`src/rtl/riscv_encode.sv`:
```
// RV32I instruction encoder: assembles a 32-bit word from fields and a format selector.
// Illegal requests become ADDI x0,x0,0 with out_err set. Output is registered behind a valid/ready pair.
module riscv_encode #(
    parameter int CNT_W = 16,
    parameter int ERR_W = 8
) (
    input  logic             clk,
    input  logic             rst,
    input  logic             in_valid,
    output logic             in_ready,
    input  logic [2:0]       fmt,
    input  logic [6:0]       opcode,
    input  logic [4:0]       rd,
    input  logic [2:0]       funct3,
    input  logic [4:0]       rs1,
    input  logic [4:0]       rs2,
    input  logic [6:0]       funct7,
    input  logic [31:0]      imm,
    output logic             out_valid,
    input  logic             out_ready,
    output logic [31:0]      out_instr,
    output logic             out_err,
    output logic [CNT_W-1:0] enc_count,
    output logic [ERR_W-1:0] err_count
);
    localparam logic [31:0] NOP_WORD = 32'h0000_0013;
    localparam logic [2:0]  FMT_R    = 3'd0;
    localparam logic [2:0]  FMT_I    = 3'd1;
    localparam logic [2:0]  FMT_S    = 3'd2;
    localparam logic [2:0]  FMT_B    = 3'd3;
    localparam logic [2:0]  FMT_U    = 3'd4;
    localparam logic [2:0]  FMT_J    = 3'd5;

    logic             out_valid_q, out_valid_d;
    logic [31:0]      out_instr_q, out_instr_d;
    logic             out_err_q, out_err_d;
    logic [CNT_W-1:0] enc_count_q, enc_count_d;
    logic [ERR_W-1:0] err_count_q, err_count_d;

    logic               accept;
    logic signed [31:0] imm_s;
    logic               imm12_ok, immb_ok, immj_ok, immu_ok;
    logic [31:0]        enc_word;
    logic               fmt_err;
    logic               enc_err;

    assign in_ready = !out_valid_q || out_ready;
    assign accept   = in_valid && in_ready;

    // Branch/jump offsets must be even; the upper bounds are the largest even values.
    assign imm_s    = imm;
    assign imm12_ok = (imm_s >= -32'sd2048) && (imm_s <= 32'sd2047);
    assign immb_ok  = (imm_s >= -32'sd4096) && (imm_s <= 32'sd4094) && !imm[0];
    assign immj_ok  = (imm_s >= -32'sd1048576) && (imm_s <= 32'sd1048574) && !imm[0];
    assign immu_ok  = (imm[11:0] == 12'd0);

    always_comb begin
        enc_word = NOP_WORD;
        fmt_err  = 1'b0;
        case (fmt)
            FMT_R: enc_word = {funct7, rs2, rs1, funct3, rd, opcode};
            FMT_I: begin
                enc_word = {imm[11:0], rs1, funct3, rd, opcode};
                fmt_err  = !imm12_ok;
            end
            FMT_S: begin
                enc_word = {imm[11:5], rs2, rs1, funct3, imm[4:0], opcode};
                fmt_err  = !imm12_ok;
            end
            FMT_B: begin
                enc_word = {imm[12], imm[10:5], rs2, rs1, funct3, imm[4:1], imm[11], opcode};
                fmt_err  = !immb_ok;
            end
            FMT_U: begin
                enc_word = {imm[31:12], rd, opcode};
                fmt_err  = !immu_ok;
            end
            FMT_J: begin
                enc_word = {imm[20], imm[10:1], imm[11], imm[19:12], rd, opcode};
                fmt_err  = !immj_ok;
            end
            default: fmt_err = 1'b1;
        endcase
        enc_err = fmt_err || (opcode[1:0] != 2'b11);
    end

    always_comb begin
        out_valid_d = out_valid_q;
        out_instr_d = out_instr_q;
        out_err_d   = out_err_q;
        enc_count_d = enc_count_q;
        err_count_d = err_count_q;
        if (accept) begin
            out_valid_d = 1'b1;
            out_instr_d = enc_err ? NOP_WORD : enc_word;
            out_err_d   = enc_err;
            enc_count_d = enc_count_q + CNT_W'(1);
            if (enc_err && (err_count_q != {ERR_W{1'b1}})) begin
                err_count_d = err_count_q + ERR_W'(1);
            end
        end else if (out_ready) begin
            out_valid_d = 1'b0;
        end
    end

    always_ff @(posedge clk or posedge rst) begin
        if (rst) begin
            out_valid_q <= 1'b0;
            out_instr_q <= 32'd0;
            out_err_q   <= 1'b0;
            enc_count_q <= '0;
            err_count_q <= '0;
        end else begin
            out_valid_q <= out_valid_d;
            out_instr_q <= out_instr_d;
            out_err_q   <= out_err_d;
            enc_count_q <= enc_count_d;
            err_count_q <= err_count_d;
        end
    end

    assign out_valid = out_valid_q;
    assign out_instr = out_instr_q;
    assign out_err   = out_err_q;
    assign enc_count = enc_count_q;
    assign err_count = err_count_q;
endmodule

```
`config.mk`:
```
export PLATFORM = sky130hd
export DESIGN_NAME = riscv_encode
export DESIGN_NICKNAME = d
export VERILOG_FILES = /design/src/rtl/riscv_encode.sv
export SDC_FILE = /design/constraint.sdc
export NUM_CORES = 1
export LEC_CHECK = 0
export ABC_AREA = 0
export BUFFER_PORTS_ARGS = -buffer_cell sky130_fd_sc_hd__buf_2
export CORE_UTILIZATION = 54
export CTS_BUF_LIST = sky130_fd_sc_hd__clkbuf_4
export DETAILED_ROUTE_END_ITERATION = 6
export GPL_ROUTABILITY_DRIVEN = 0
export PLACE_DENSITY = 0.93
export SLEW_MARGIN = 20
export SYNTH_ARGS = -nofsm -noshare
export SYNTH_HDL_FRONTEND = slang
export SYNTH_SLANG_ARGS = --single-unit
```
`constraint.sdc`:
```
create_clock -name clk -period 4.6 [get_ports clk]
set_input_delay 0.46 -clock clk [delete_from_list [all_inputs] [get_ports clk]]
set_output_delay 0.46 -clock clk [all_outputs]
set_load 0.01 [all_outputs]
```
# Yosys cells after proc, flatten, opt, wreduce, memory -nomap -nowiden
# Cells that the tools add are included.
# Widths: inputs -> output; s select.
# totals
input_bits	71
regBits	58
output_inout_bits	59
# op_classes
addsub	2
mux	5
eq_ne	7
reduce_logical	20
order_cmp	6
# ops
operator	count
$pmux 32 s6	1
$ge 32x12->1 const B	1
$ge 32x13->1 const B	1
$ge 32x21->1 const B	1
$le 32x12->1 const B	1
$le 32x13->1 const B	1
$le 32x21->1 const B	1
$mux 32	1
$add 16x1->16 const B	1
$logic_not 12->1	1
$add 8x1->8 const B	1
$ne 8x8->1 const B	1
$logic_and 1x1->1	7
$eq 3x2->1 const B	2
$eq 3x3->1 const B	2
$logic_not 1->1	6
$pmux 1 s5	1
$eq 3x1->1 const B	1
$logic_not 3->1	1
$logic_or 1x1->1	2
$mux 1	2
$ne 2x2->1 const B	1
$reduce_and 2->1	1
$reduce_bool 2->1	1
$reduce_or 2->1	1

# Longest topological paths before layout
# logic_depth
word_depth	8
ltp_mapped	9
depth_no_buf	7

# Worst setup path before layout
# Ideal clock, no wire load.
# synth_timing
path_kind	input to register
from	input port out_ready
to	register enc_count_q[15], in the netlist enc_count[15]
stages	8
setup_time_ns	0.124
arrival_ns	1.734
t_required_ns	4.476
setup_slack_ns	2.741
path_cell_list	nand2b_2 and2_1 buf_4 nand3_1 or3_4 nor2_1 nand3_1 xnor2_1
# synth_via
elab_chain_len	2
# synth_rtl
element	line	text
start, declared	20	input logic out_ready,
$logic_or 1x1->1	47	assign in_ready = !out_valid_q || out_ready;
$logic_and 1x1->1	48	assign accept = in_valid && in_ready;
end signal, assigned	117	enc_count_q <= enc_count_d;
end, declared	37	logic [CNT_W-1:0] enc_count_q, enc_count_d;
# Every way passes these cells.
# A chain may end at the register's enable or synchronous reset.

# Worst setup path in the final report
# layout_timing
from	input port fmt[2]
to	register out_instr_q[29], in the netlist out_instr[29]
# layout_via
elab_chain_len	5
word_cells_on_any_way	11
cone_classes	5 x eq/ne; 3 x mux; 3 x reduce/logical
# layout_rtl
element	line	text
start, declared	11	input logic [2:0] fmt,
$eq 3x2->1 or $eq 3x1->1 (tied branches)	60	case (fmt)
$reduce_or 2->1 (no line)	-	
$pmux 1 s5	60	
$logic_or 1x1->1	84	enc_err = fmt_err || (opcode[1:0] != 2'b11);
$mux 32 *	95	out_instr_d = enc_err ? NOP_WORD : enc_word;
end signal, assigned	115	out_instr_q <= out_instr_d;
end, declared	35	logic [31:0] out_instr_q, out_instr_d;
# Mark *: on every way between the ends. The rest lies on a longest branch, timed or not.

==> reports/metrics.yaml <==
outcome:
  status: "finished clean"
final_layout:
  area_growth_pct: 24.55
  fin_nets: 516
  regArea_um2: 1451
  multiInputGateArea_um2: 1600
  num_antenna_cells: 0
  drive_gt1_share_pct: 38.62
  nFillCells: 436
synthesis:
  synth.avg_cell_area_um2: 9.924
  synth-edff-count: 0
  ys_seq_area_share_pct: 45.71
  syn_area_um2: 3176
  syn_nets: 393
  yosysWarnings: 0
  async_flop_share_pct: 100.0
  synth_cell_types: 43
  yosys_register_bits: 58
  synth_top_flop_cell: "dfrtp_1"
  netlist_instances: 320
global_routing:
  grt_pass1_wl_um: 12590
  track_usage_pct: 26.39
  antenna_found_initial: 0
  grt_max_degree: 55
  gr-total-overflow: 0
  grt_pass1_vias: 2701
setup_path:
  required_ps: 4860
  critPathSlowestCell: "nor2b_1"
  worstPathCellList: "buf_2 -> nor2b_1 -> nand3b_1 -> and3_1 -> o211ai_1 -> buf_4 -> o21ai_0"
  slowest_delay_ps: 630
  crit_arrival_ps: 2880
  crit_family: "simple AND/OR/NAND/NOR gates"
  crit_path_start_kind: "primary input"
  cp_num_buf_inv: 2
  reg2reg_depth: 7
  cp_num_cells: 7
  endpoint_kind: "register"
  critPathMaxFanout: 27
  worstSetupPathType: "primary input to register"
cts:
  cts-htree-levels: 3
  ctsLongestPathBuffers: 2
  clockRootBuffer: "clkbuf_4"
  cts_resized: 0
  numCtsBuffers: 9
  clock_latency_ps: 400
  cts_tree: "yes"
  clk_pin_slew_worst_paths_ps: 100
  clkSinkCount: 58
  hold_buffers: 0
  cts_setup_buffers: 0
die:
  die_y_um: 78.69
  rows: 27
  design.die.area_um2: 6191
  start_util_pct: 56.97
  io_pins: 130
  core_um2: 5574
  fp.dieW_um: 78.69
detailed_routing:
  route.detailed.drc: 0
  via_count: 2980
  wl_um: 7809
  avgViaCountPerCell: 5.731
  routedWlPerCell_um: 15.02
  top_layer_used: "met4"
  firstDrtPassIters: 5
  dr_wl_met3_um: 587
  drt_iter0_markers: 132
  wl_met2_um: 3855
  wl_met1_um: 3224
  final_antenna_net_count: 0
pwr:
  p_int_mw: 0.8839
  ir_worst_vdd_v: 0.0001777
  seq_power_share_pct: 48.9
  p_sw_mw: 0.4505
  comb_power_share_pct: 24.7
  power_density_nw_per_um2: 337.4
  clockPowerShare_pct: 26.4
  leakage_nw: 1.937
  swShare_pct: 33.76
sta:
  fin_crit_ps: 2625
  slew_headroom_pct: 40.73
  timing.final.ws_setup_ps: 1975
  fin_crit_sh_pct: 57.07
  tightest_slew_ps: 885.1
  setup_viol: 0
  max_freq_mhz: 380.9
  totalNegativeSetupSlack_ps: 0
  report.final.slew_viol_count: 0
  rsz0062_at_grt: "false"
  finalClockSkew_ps: 8.916
  hold_viol: 0
placed_design:
  dp_hpwl_um: 5972
  io_buffers: 129
  pre_cts_slack_ps: 1597
hold_path:
  hp-class: "primary input to async pin"
job:
  max_cap_viol_count: 0
state kept, by name, indices dropped and copies added, names as in the netlist:
register / cells
err_count: 8
enc_count: 16
out_err: 1
out_valid: 1
out_instr: 32
power groups by stage:
stage / clock (mW) / combinational (mW) / sequential (mW)
after CTS: 0.363 / 0.331 / 0.652
after global routing: 0.382 / 0.368 / 0.665
after detailed placement: 0 / 0.330 / 0.661
after global placement: 0 / 0.319 / 0.656
after floorplan: 0 / 0.167 / 0.680
final: 0.352 / 0.330 / 0.652
path summary, 6_finish.rpt:
| path | from | to | slack, ps |
|---|---|---|---|
| worst max-delay path | fmt[2] | out_instr[29]$_DFFE_PP0P_ | 1970 |
| worst min-delay path | rst | err_count[0]$_DFFE_PP0P_ | 30 |
| worst max register to register | out_valid$_DFFE_PP0P_ | enc_count[15]$_DFFE_PP0P_ | 2380 |
| worst min register to register | out_instr[4]$_DFFE_PP0P_ | out_instr[4]$_DFFE_PP0P_ | 470 |
| max in group asynchronous | rst | out_instr[27]$_DFFE_PP0P_ | 3740 |
| min in group clk | opcode[4] | out_instr[4]$_DFFE_PP0P_ | 280 |
worst reg2reg max path, delay by kind of cell (launching register included):
family	cells	cell delay (ps)
XOR/XNOR	1	140
AND/OR/NAND/NOR	6	1570
flip-flops	1	400
kinds of logic (layout without fill, tap and decap cells):
family                   after synthesis  count (layout)  share of synthesized area (%)
multiplexers                          19              19                          6.068
flip-flops                            58              58                          45.71
adder cells (fa/ha/maj)                2               2                         0.7879
AO/OA/AOI/OAI                         67              67                          17.49
buffers and inverters                 22             150                          3.979
XOR/XNOR                              23              23                          6.343
AND/OR/NAND/NOR                      129             129                          19.62
metrics by stage:
stage	instance area [um2]	hold WS, ps	total power, mW	util, %	instances
after floorplan	3176	504.1	0.8472	-	320
after global placement	3817	443.2	0.9748	68.48	504
after detailed placement	3817	451.8	0.9914	68.48	504
after CTS	3955	11.23	1.345	70.95	520
after global routing	3955	42.33	1.415	70.95	520
final	3955	25.84	1.334	70.95	520
placed cells by master (no fill, tap or decap), types with 2 or more instances in the layout:
cell type	synthesis	layout
mux2i_1	17	17
o21ai_1	2	2
nand4b_1	3	3
buf_2	2	129
xor2_1	5	5
clkinvlp_4	0	4
nand3_1	10	10
ha_1	2	2
and3_1	4	4
o31ai_1	2	2
nand2b_1	4	4
clkbuf_4	0	9
a21oi_1	7	7
nand4_1	10	10
and2_1	2	2
o21ai_0	11	11
nand3b_1	2	2
nor2b_1	2	2
o31ai_4	2	2
nor4_1	8	8
clkinv_2	0	2
a22oi_1	16	16
nor2_1	15	15
xnor2_1	18	18
buf_4	2	3
dfrtp_1	58	58
o22ai_1	6	6
o31ai_2	16	16
nand2_1	64	63
cells in the mapped netlist, drive strengths merged, types with 2 or more instances:
| master | n | area (um2) |
|---|---|---|
| clkbuf | 9 | 33.78 |
| dfrtp | 58 | 1451 |
| ha | 2 | 25.02 |
| and2 | 2 | 12.51 |
| nor2 | 15 | 56.30 |
| nor3 | 2 | 15.01 |
| o31ai | 20 | 257.7 |
| nor4 | 9 | 62.56 |
| inv | 2 | 7.510 |
| mux2 | 2 | 22.52 |
| nand3 | 10 | 50.05 |
| o21ai | 13 | 65.06 |
| nand2 | 64 | 240.2 |
| and3 | 4 | 25.02 |
| nand3b | 2 | 15.01 |
| nand2b | 5 | 33.78 |
| xor2 | 5 | 43.79 |
| o22ai | 6 | 37.54 |
| xnor2 | 18 | 157.7 |
| mux2i | 17 | 170.2 |
| a22oi | 16 | 120.1 |
| buf | 11 | 85.07 |
| a21oi | 7 | 35.03 |
| nand4b | 3 | 26.28 |
| nand4 | 10 | 62.56 |
| nor2b | 2 | 12.51 |
per-layer routing:
metal	up-vias	GRT usage (%)
met5	-	0
met4	0	13.52
met3	13	4.419
met2	159	43.74
met1	1403	33.03
li1	1405	-
area by class of cell:
class | count | area share, %
multi-input combinational | 240 | 40.46
sequential | 58 | 36.70
timing repair buffer | 132 | 16.89
tap | 72 | 2.278
clock inverter | 7 | 1.772
clock buffer | 9 | 1.708
inverter | 2 | 0.1898
No activity file was read; power rests on OpenSTA's default activity.
